### config.mk
export PLATFORM = sky130hd
export DESIGN_NAME = index_addr_seq
export DESIGN_NICKNAME = d
export VERILOG_FILES = /design/src/rtl/control_signals.sv /design/src/rtl/index_addr_seq.sv
export SDC_FILE = /design/constraint.sdc
export NUM_CORES = 1
export LEC_CHECK = 0
export BUFFER_PORTS_ARGS = -buffer_cell sky130_fd_sc_hd__clkbuf_2
export CAP_MARGIN = 20
export CELL_PAD_IN_SITES_DETAIL_PLACEMENT = 1
export CELL_PAD_IN_SITES_GLOBAL_PLACEMENT = 1
export CORE_ASPECT_RATIO = 0.75
export CORE_MARGIN = 8
export CORE_UTILIZATION = 42
export CTS_CLUSTER_DIAMETER = 100
export DETAILED_ROUTE_END_ITERATION = 6
export GPL_ROUTABILITY_DRIVEN = 0
export PLACE_DENSITY = 0.83
export REMOVE_ABC_BUFFERS = 1
export SYNTH_ARGS = -nofsm -noshare
export SYNTH_HDL_FRONTEND = slang
export SYNTH_SLANG_ARGS = --single-unit
### constraint.sdc
create_clock -name clk -period 2.38 [get_ports clk]
set_input_delay 0.119 -clock clk [delete_from_list [all_inputs] [get_ports clk]]
set_output_delay 0.119 -clock clk [all_outputs]
set_load 0.03 [all_outputs]
### src/rtl/control_signals.sv
// Shared control encodings for the datapath.
// Holds the alu opcode set and the index address sequencer states.
package control_signals;

   localparam int BYTE_W  = 8;
   localparam int ADDR_W  = 16;
   localparam int INDEX_W = 8;

   typedef enum logic [3:0] {
      ALU_ADD    = 4'd0,
      ALU_SUB    = 4'd1,
      ALU_AND    = 4'd2,
      ALU_OR     = 4'd3,
      ALU_XOR    = 4'd4,
      ALU_SHL    = 4'd5,
      ALU_SHR    = 4'd6,
      ALU_ROL    = 4'd7,
      ALU_ROR    = 4'd8,
      ALU_PASS_A = 4'd9,
      ALU_PASS_B = 4'd10,
      ALU_INC    = 4'd11,
      ALU_DEC    = 4'd12
   } alu_op_t;

   typedef enum logic [1:0] {
      IDLE   = 2'd0,
      ADD_LO = 2'd1,
      ADD_HI = 2'd2,
      DONE   = 2'd3
   } addr_seq_state_t;

   // True for the states in which a sequence is actively using the alu.
   function automatic logic seq_active(input addr_seq_state_t s);
      return (s == ADD_LO) || (s == ADD_HI);
   endfunction

endpackage

### src/rtl/index_addr_seq.sv
// Indexed effective-address sequencer: base + index via the shared alu.
// Low byte first; high byte only on page cross or when forced.
module index_addr_seq
   import control_signals::*;
#(
   parameter bit FORCE_HIGH_CYCLE = 1'b0
)
(
   input  logic                clk,
   input  logic                reset,
   input  logic                start,
   input  logic [ADDR_W-1:0]   base_addr,
   input  logic [INDEX_W-1:0]  index,
   output logic                busy,
   output logic                done,
   output logic [ADDR_W-1:0]   eff_addr,
   output logic                page_cross,
   output alu_op_t             alu_operation,
   output logic                alu_carry_in,
   output logic [BYTE_W-1:0]   alu_input_a,
   output logic [BYTE_W-1:0]   alu_input_b,
   input  logic [BYTE_W-1:0]   alu_result,
   input  logic                alu_carry
);

   addr_seq_state_t      state_q;
   addr_seq_state_t      state_d;

   logic [ADDR_W-1:0]    base_q;
   logic [INDEX_W-1:0]   index_q;
   logic [ADDR_W-1:0]    eff_addr_q;
   logic                 page_cross_q;

   logic                 load_ops;
   logic                 load_lo;
   logic                 copy_hi;
   logic                 load_hi;

   // State register.
   always_ff @(posedge clk or posedge reset) begin
      if (reset) begin
         state_q <= IDLE;
      end else begin
         state_q <= state_d;
      end
   end

   // Next state, alu drive and register enables; outputs use state only.
   always_comb begin
      state_d       = state_q;
      load_ops      = 1'b0;
      load_lo       = 1'b0;
      copy_hi       = 1'b0;
      load_hi       = 1'b0;
      alu_operation = ALU_ADD;
      alu_carry_in  = 1'b0;
      alu_input_a   = '0;
      alu_input_b   = '0;
      done          = 1'b0;
      unique case (state_q)
         IDLE: begin
            if (start) begin
               load_ops = 1'b1;
               state_d  = ADD_LO;
            end
         end
         ADD_LO: begin
            alu_input_a = base_q[BYTE_W-1:0];
            alu_input_b = index_q;
            load_lo     = 1'b1;
            if (alu_carry || FORCE_HIGH_CYCLE) begin
               state_d = ADD_HI;
            end else begin
               copy_hi = 1'b1;
               state_d = DONE;
            end
         end
         ADD_HI: begin
            alu_input_a  = base_q[ADDR_W-1:BYTE_W];
            alu_input_b  = 8'h00;
            alu_carry_in = page_cross_q;
            load_hi      = 1'b1;
            state_d      = DONE;
         end
         DONE: begin
            done = 1'b1;
            if (start) begin
               load_ops = 1'b1;
               state_d  = ADD_LO;
            end else begin
               state_d = IDLE;
            end
         end
         default: begin
            state_d = IDLE;
         end
      endcase
   end

   // Operand latch and result registers; the final high-byte carry is dropped.
   always_ff @(posedge clk or posedge reset) begin
      if (reset) begin
         base_q       <= '0;
         index_q      <= '0;
         eff_addr_q   <= '0;
         page_cross_q <= 1'b0;
      end else begin
         if (load_ops) begin
            base_q  <= base_addr;
            index_q <= index;
         end
         if (load_lo) begin
            eff_addr_q[BYTE_W-1:0] <= alu_result;
            page_cross_q           <= alu_carry;
         end
         if (copy_hi) begin
            eff_addr_q[ADDR_W-1:BYTE_W] <= base_q[ADDR_W-1:BYTE_W];
         end
         if (load_hi) begin
            eff_addr_q[ADDR_W-1:BYTE_W] <= alu_result;
         end
      end
   end

   assign busy       = seq_active(state_q);
   assign eff_addr   = eff_addr_q;
   assign page_cross = page_cross_q;

endmodule
[Word level (Yosys, flattened, before mapping)]
Index checks and enable logic that the tools add are counted.
Word-level totals
  register bits: 43
  word-level logic and storage cells: 30
  output and inout bits: 40
  input bits: 36
Cells by class
  reduce and logical (&&, ||, !) cells: 4
  eq/ne operators: 4
  mux-type cells: 16
Operator list (number)
  8-bit 2-to-1 mux: 3
  8-bit case mux with 2 select lines: 1
  1-bit 2-to-1 mux: 10
  2-bit case mux with 4 select lines: 1
  2-bit equality test (second input constant): 2
  2-bit by 1-bit equality test with 1-bit output (second input constant): 1
  2-bit logical NOT: 1
  2-bit 2-to-1 mux: 1
  2-bit != test (second input constant): 1
  2-bit nonzero test: 1
  2-bit OR reduction: 1
  1-bit logical OR: 1

[Depth between registers and ports, before layout]
  word-level depth: 4
  gate-level depth with buffers: 6
  mapped depth without buffers: 5

[Least setup slack after synthesis]
No wires, ideal clock.
  path kind: reg2reg
  start point: reg state_q[0]
  end point: reg base_q[10]
  period minus slack after synthesis: 1.831 ns
  setup time: 0.125 ns
  required time: 2.255 ns
  arrival: 1.706 ns
  path buffers: 2
  path slack: 0.549 ns
  cell stages (with the launch flop): 7
  cells stage by stage: dfrtp_1 -> inv_1 -> ha_1 -> buf_2 -> nor2_4 -> buf_6 -> mux2_2
Between the ends
  cells in the longest elaborated chain, start to end: 3
  elaborated cells between the ends (all ways): 4
  those cells by class: 1 x eq/ne; 1 x mux; 2 x reduce/logical
RTL lines
  from (decl): RTL line index_addr_seq.sv:26  | addr_seq_state_t state_q;
  from (signal assigned): RTL line index_addr_seq.sv:44  | state_q <= state_d;
  2-bit equality test / 2-bit logical NOT (equally long branches): RTL line index_addr_seq.sv:60  | unique case (state_q)
  2-bit OR reduction (no line) *
  1-bit 2-to-1 mux *
  to (signal assigned): RTL line index_addr_seq.sv:109  | base_q <= base_addr;
  to (decl): RTL line index_addr_seq.sv:29  | logic [ADDR_W-1:0] base_q;
Mark *: on every way between the ends. The rest lies on a longest branch, timed or not.
A chain may end at the register's enable or synchronous reset.

[Worst setup path in the final report]
  start point: reg state_q[1]
  end point: out alu_input_a[6]
Between the ends
  cells in the longest elaborated chain, start to end: 2
  elaborated cells between the ends (all ways): 3
  those cells by class: 2 x eq/ne; 1 x mux
RTL lines
  2-bit equality test / 2-bit by 1-bit equality test with 1-bit output (equally long branches): RTL line index_addr_seq.sv:60
  8-bit case mux with 2 select lines *: RTL line index_addr_seq.sv:60
  to (decl): RTL line index_addr_seq.sv:20  | output logic [BYTE_W-1:0] alu_input_a,
Marks and branches as above.

==> metrics.txt <==
# TYPE chip_impl_metric gauge
chip_impl_metric{name="timing.fmax",unit="GHz"} 0.493
chip_impl_metric{name="synth_enable_flop_cells",unit=""} 0
chip_impl_metric{name="post-route-min-period",unit="ns"} 2.03
chip_impl_metric{name="design_power_total",unit="mW"} 4.45
chip_impl_metric{name="post-synth-top-area-fraction",unit=""} 0.508
chip_impl_metric{name="hold_violations",unit=""} 1
chip_impl_info{name="tritoncts",value="built"} 1
chip_impl_metric{name="fillCellCount",unit=""} 522
chip_impl_metric{name="via_count_of_the_first_global_routing_pass",unit=""} 1639
chip_impl_metric{name="detailedPlace.worstSlack",unit="ns"} 0.526
chip_impl_metric{name="clock_sinks",unit=""} 43
chip_impl_info{name="cp_cell_sequence",value="inv_1, ha_1, buf_4, a22oi_1, nor2b_1, clkbuf_2"} 1
chip_impl_metric{name="die_y_extent",unit="um"} 77.5
chip_impl_metric{name="post_cts_resize_count",unit=""} 0
chip_impl_metric{name="timing.clock.skew",unit="ns"} 0.00666
chip_impl_metric{name="core_area",unit="um^2"} 4870
chip_impl_info{name="critical_path_class",value="flip-flop to primary output"} 1
chip_impl_metric{name="wl",unit="um"} 5100
chip_impl_metric{name="seq_area_frac_synth",unit=""} 0.508
chip_impl_metric{name="dp_cells",unit=""} 276
chip_impl_metric{name="cts.path.max_buffers",unit=""} 2
chip_impl_metric{name="cellLeakagePower",unit="nW"} 1.29
chip_impl_metric{name="groute.usage.overall",unit=""} 0.140
chip_impl_info{name="postSynth.topFlopCell",value="sky130_fd_sc_hd__dfrtp_1"} 1
chip_impl_metric{name="postLayoutSetupSlackWorst",unit="ns"} 0.350
chip_impl_metric{name="clock_pin_slew_on_the_worst_setup_and_hold_paths",unit="ns"} 0.08
chip_impl_metric{name="timing.setup.tns",unit="ns"} 0
chip_impl_metric{name="syn_area_per_cell",unit="um^2"} 14.1
chip_impl_metric{name="critical_path_buf_inv_count",unit=""} 3
chip_impl_info{name="slowest_stage",value="sky130_fd_sc_hd__dfrtp_1"} 1
chip_impl_metric{name="cts-htree-levels",unit=""} 2
chip_impl_metric{name="wl_met1",unit="um"} 2290
chip_impl_metric{name="worst-r2r-setup-slack",unit="ns"} 0.52
chip_impl_metric{name="drt_pre_antenna_iters",unit=""} 4
chip_impl_metric{name="maximum_number_of_pins_on_one_net_before_global_route_repair",unit=""} 44
chip_impl_metric{name="slew_violations",unit=""} 0
chip_impl_metric{name="layout.nets",unit=""} 264
chip_impl_metric{name="die_area",unit="um^2"} 7600
chip_impl_info{name="route.top_layer_used",value="met4"} 1
chip_impl_metric{name="grt_pass1_wl",unit="um"} 8450
chip_impl_metric{name="number_of_maximum_capacitance_constraint_violations",unit=""} 0
chip_impl_metric{name="fp.dieW",unit="um"} 98.0
chip_impl_metric{name="cp_slowest_stage_delay",unit="ns"} 0.41
chip_impl_metric{name="holdBufCountCts",unit=""} 0
chip_impl_info{name="clock-root-buffer",value="sky130_fd_sc_hd__clkbuf_8"} 1
chip_impl_metric{name="routed_wl_per_cell",unit="um"} 18.0
chip_impl_metric{name="grt_remaining_overflow",unit=""} 0
chip_impl_metric{name="first_iter_violations",unit=""} 49
chip_impl_metric{name="syn_area",unit="um^2"} 2120
chip_impl_metric{name="post_layout_nonfiller_instances",unit=""} 283
chip_impl_info{name="crit_path_start_kind",value="flip-flop"} 1
chip_impl_metric{name="timing.critical_path.arrival",unit="ns"} 1.91
chip_impl_metric{name="cts_post_setup_buffers_inserted",unit=""} 0
chip_impl_metric{name="hpwl_reported_at_the_end_of_detailed_placement",unit="um"} 3920
chip_impl_metric{name="drive_gt1_frac",unit=""} 0.601
chip_impl_metric{name="worst_vdd_drop",unit="uV"} 660
chip_impl_metric{name="detail_route.vias_per_cell",unit=""} 4.93
chip_impl_info{name="hold_path.class",value="primary input to async pin"} 1
chip_impl_metric{name="clk-insertion-delay-late",unit="ns"} 0.29
chip_impl_metric{name="wl_met2",unit="um"} 2220
chip_impl_metric{name="antennaDiodeCount",unit=""} 0
chip_impl_metric{name="asyncSetResetFlopFracSynth",unit=""} 1.00
chip_impl_info{name="synth_most_common_cell",value="sky130_fd_sc_hd__dfrtp_1"} 1
chip_impl_metric{name="drc_errors",unit=""} 0
chip_impl_metric{name="synth.distinct_cells",unit=""} 23
chip_impl_metric{name="data_required_time_at_the_worst_endpoint",unit="ns"} 2.26
chip_impl_metric{name="setup_viol_count_final",unit=""} 0
chip_impl_metric{name="finalCritPeriodShare",unit=""} 0.853
chip_impl_metric{name="area.growth.synth_to_final",unit="%"} 23.3
chip_impl_info{name="violations",value="negative hold slack"} 1
chip_impl_info{name="post_synth_main_area_contributors",value="sky130_fd_sc_hd__dfrtp_1 (51%), sky130_fd_sc_hd__mux2_2 (17%), sky130_fd_sc_hd__mux2_4 (11%), sky130_fd_sc_hd__ha_1 (3.0%), sky130_fd_sc_hd__a22oi_1 (2.8%)"} 1
chip_impl_metric{name="syn-instance-count",unit=""} 150
chip_impl_metric{name="row_count",unit=""} 22
chip_impl_metric{name="initial_utilization",unit=""} 0.435
chip_impl_metric{name="relSlewSlack",unit=""} 0.401
chip_impl_metric{name="yosys_warnings",unit=""} 0
chip_impl_metric{name="power.density_cell_area",unit="nW/um^2"} 1700
chip_impl_metric{name="routed-via-count",unit=""} 1396
chip_impl_metric{name="detailroute.wirelength.met3",unit="um"} 539
chip_impl_info{name="ys_top_cells_by_count",value="sky130_fd_sc_hd__dfrtp_1 (43), sky130_fd_sc_hd__mux2_2 (32), sky130_fd_sc_hd__mux2_4 (16)"} 1
chip_impl_metric{name="final_antenna_net_count",unit=""} 0
chip_impl_metric{name="ioPinCount",unit=""} 76
chip_impl_metric{name="critical_path.max_fanout",unit=""} 14
chip_impl_metric{name="worstMarginPinSlew",unit="ns"} 0.897
chip_impl_metric{name="cts_buffers",unit=""} 5
chip_impl_metric{name="whs",unit="ns"} -0.000406
chip_impl_metric{name="initial_antenna_violation_count",unit=""} 0
chip_impl_info{name="synthDominantAreaCellType",value="sky130_fd_sc_hd__dfrtp_1"} 1
chip_impl_metric{name="portBuffers",unit=""} 71
chip_impl_info{name="top_cell_family_by_delay_on_the_critical_path",value="buffers and inverters"} 1
chip_impl_info{name="critical_path.endpoint_type",value="primary output"} 1
chip_impl_metric{name="synth.ff_latch_count",unit=""} 43
chip_impl_info{name="outcome",value="finished with violations"} 1
chip_impl_info{name="rsz0062_at_grt",value="false"} 1
-- worst reg2reg max path, delay by kind of cell (launching register included) --
family / cells / cell delay (ns)
adders and majority gates: 1 / 0.45
DFF: 1 / 0.39
muxes: 1 / 0.36
buffers and inverters: 2 / 0.30
and+or+nand+nor: 1 / 0.26
-- stage by stage --
stage	area [um^2]	util	hold slack (ns)
6_report	2610	0.536	-0.000406
5_1_grt	2610	0.536	0.0428
4_1_cts	2610	0.536	0.0242
3_5_place_dp	2520	0.518	0.347
3_3_place_gp	2520	0.518	0.351
2_1_floorplan	2040	-	0.254
-- layout make-up --
type                    instances  area, um^2  area share
inverters                       4        15.0     0.00575
flip-flops and latches         43        1080       0.412
repair buffers                 75         410       0.157
multi-input cells              94         948       0.363
well taps                      60        75.1      0.0287
clock inverters                 1        5.00     0.00192
clock buffers                   6        82.6      0.0316
-- cell usage in the layout (no fill, tap or decap), drive strengths merged --
cell type / instances
buf: 4
a22oi: 8
dfrtp: 43
o41ai: 1
and2: 9
clkinv: 1
nor2b: 9
nand2b: 2
inv: 4
conb: 4
clkbuf: 77
ha: 5
o21ai: 1
nand2: 1
a21oi: 1
nor4b: 1
mux2: 49
nor2: 3
-- final timing paths --
kind / start / to / cells past startpoint
worst max-delay path: state_q[1] / alu_input_a[6] / 6
worst min-delay path: reset / eff_addr[9] / 2
worst max register to register: state_q[0] / index_q[7] / 5
worst min register to register: base_q[1] / base_q[1] / 1
max in group asynchronous: reset / index_q[0] / 2
min in group clk: base_addr[7] / base_q[7] / 2
-- cells by family (layout without fill, tap and decap cells) --
logic type / count (synthesis) / after routing / share of synthesized area
adders and majority gates: 5 / 5 / 0.0295
DFF: 43 / 43 / 0.508
muxes: 49 / 49 / 0.289
buffers and inverters: 16 / 86 / 0.0502
AOI/OAI and AO/OA: 11 / 11 / 0.0372
and+or+nand+nor: 25 / 25 / 0.0850
other: 1 / 4 / 0.00177
-- power breakdown --
group | switching [mW] | internal (mW)
combinational | 1.45 | 1.18
sequential | 0.222 | 1.12
clock | 0.237 | 0.228
-- sequential cells by signal, indices dropped and copies added (netlist names) --
register and count:
eff_addr 16, page_cross 1, index_q 8, base_q 16, state_q 2
-- per-layer routing --
metal | vias up | track usage
li1 | 655 | -
met1 | 678 | 0.169
met5 | - | 0
met3 | 4 | 0.0704
met2 | 59 | 0.211
met4 | 0 | 0.0465
No activity file was read; power rests on OpenSTA's default activity.
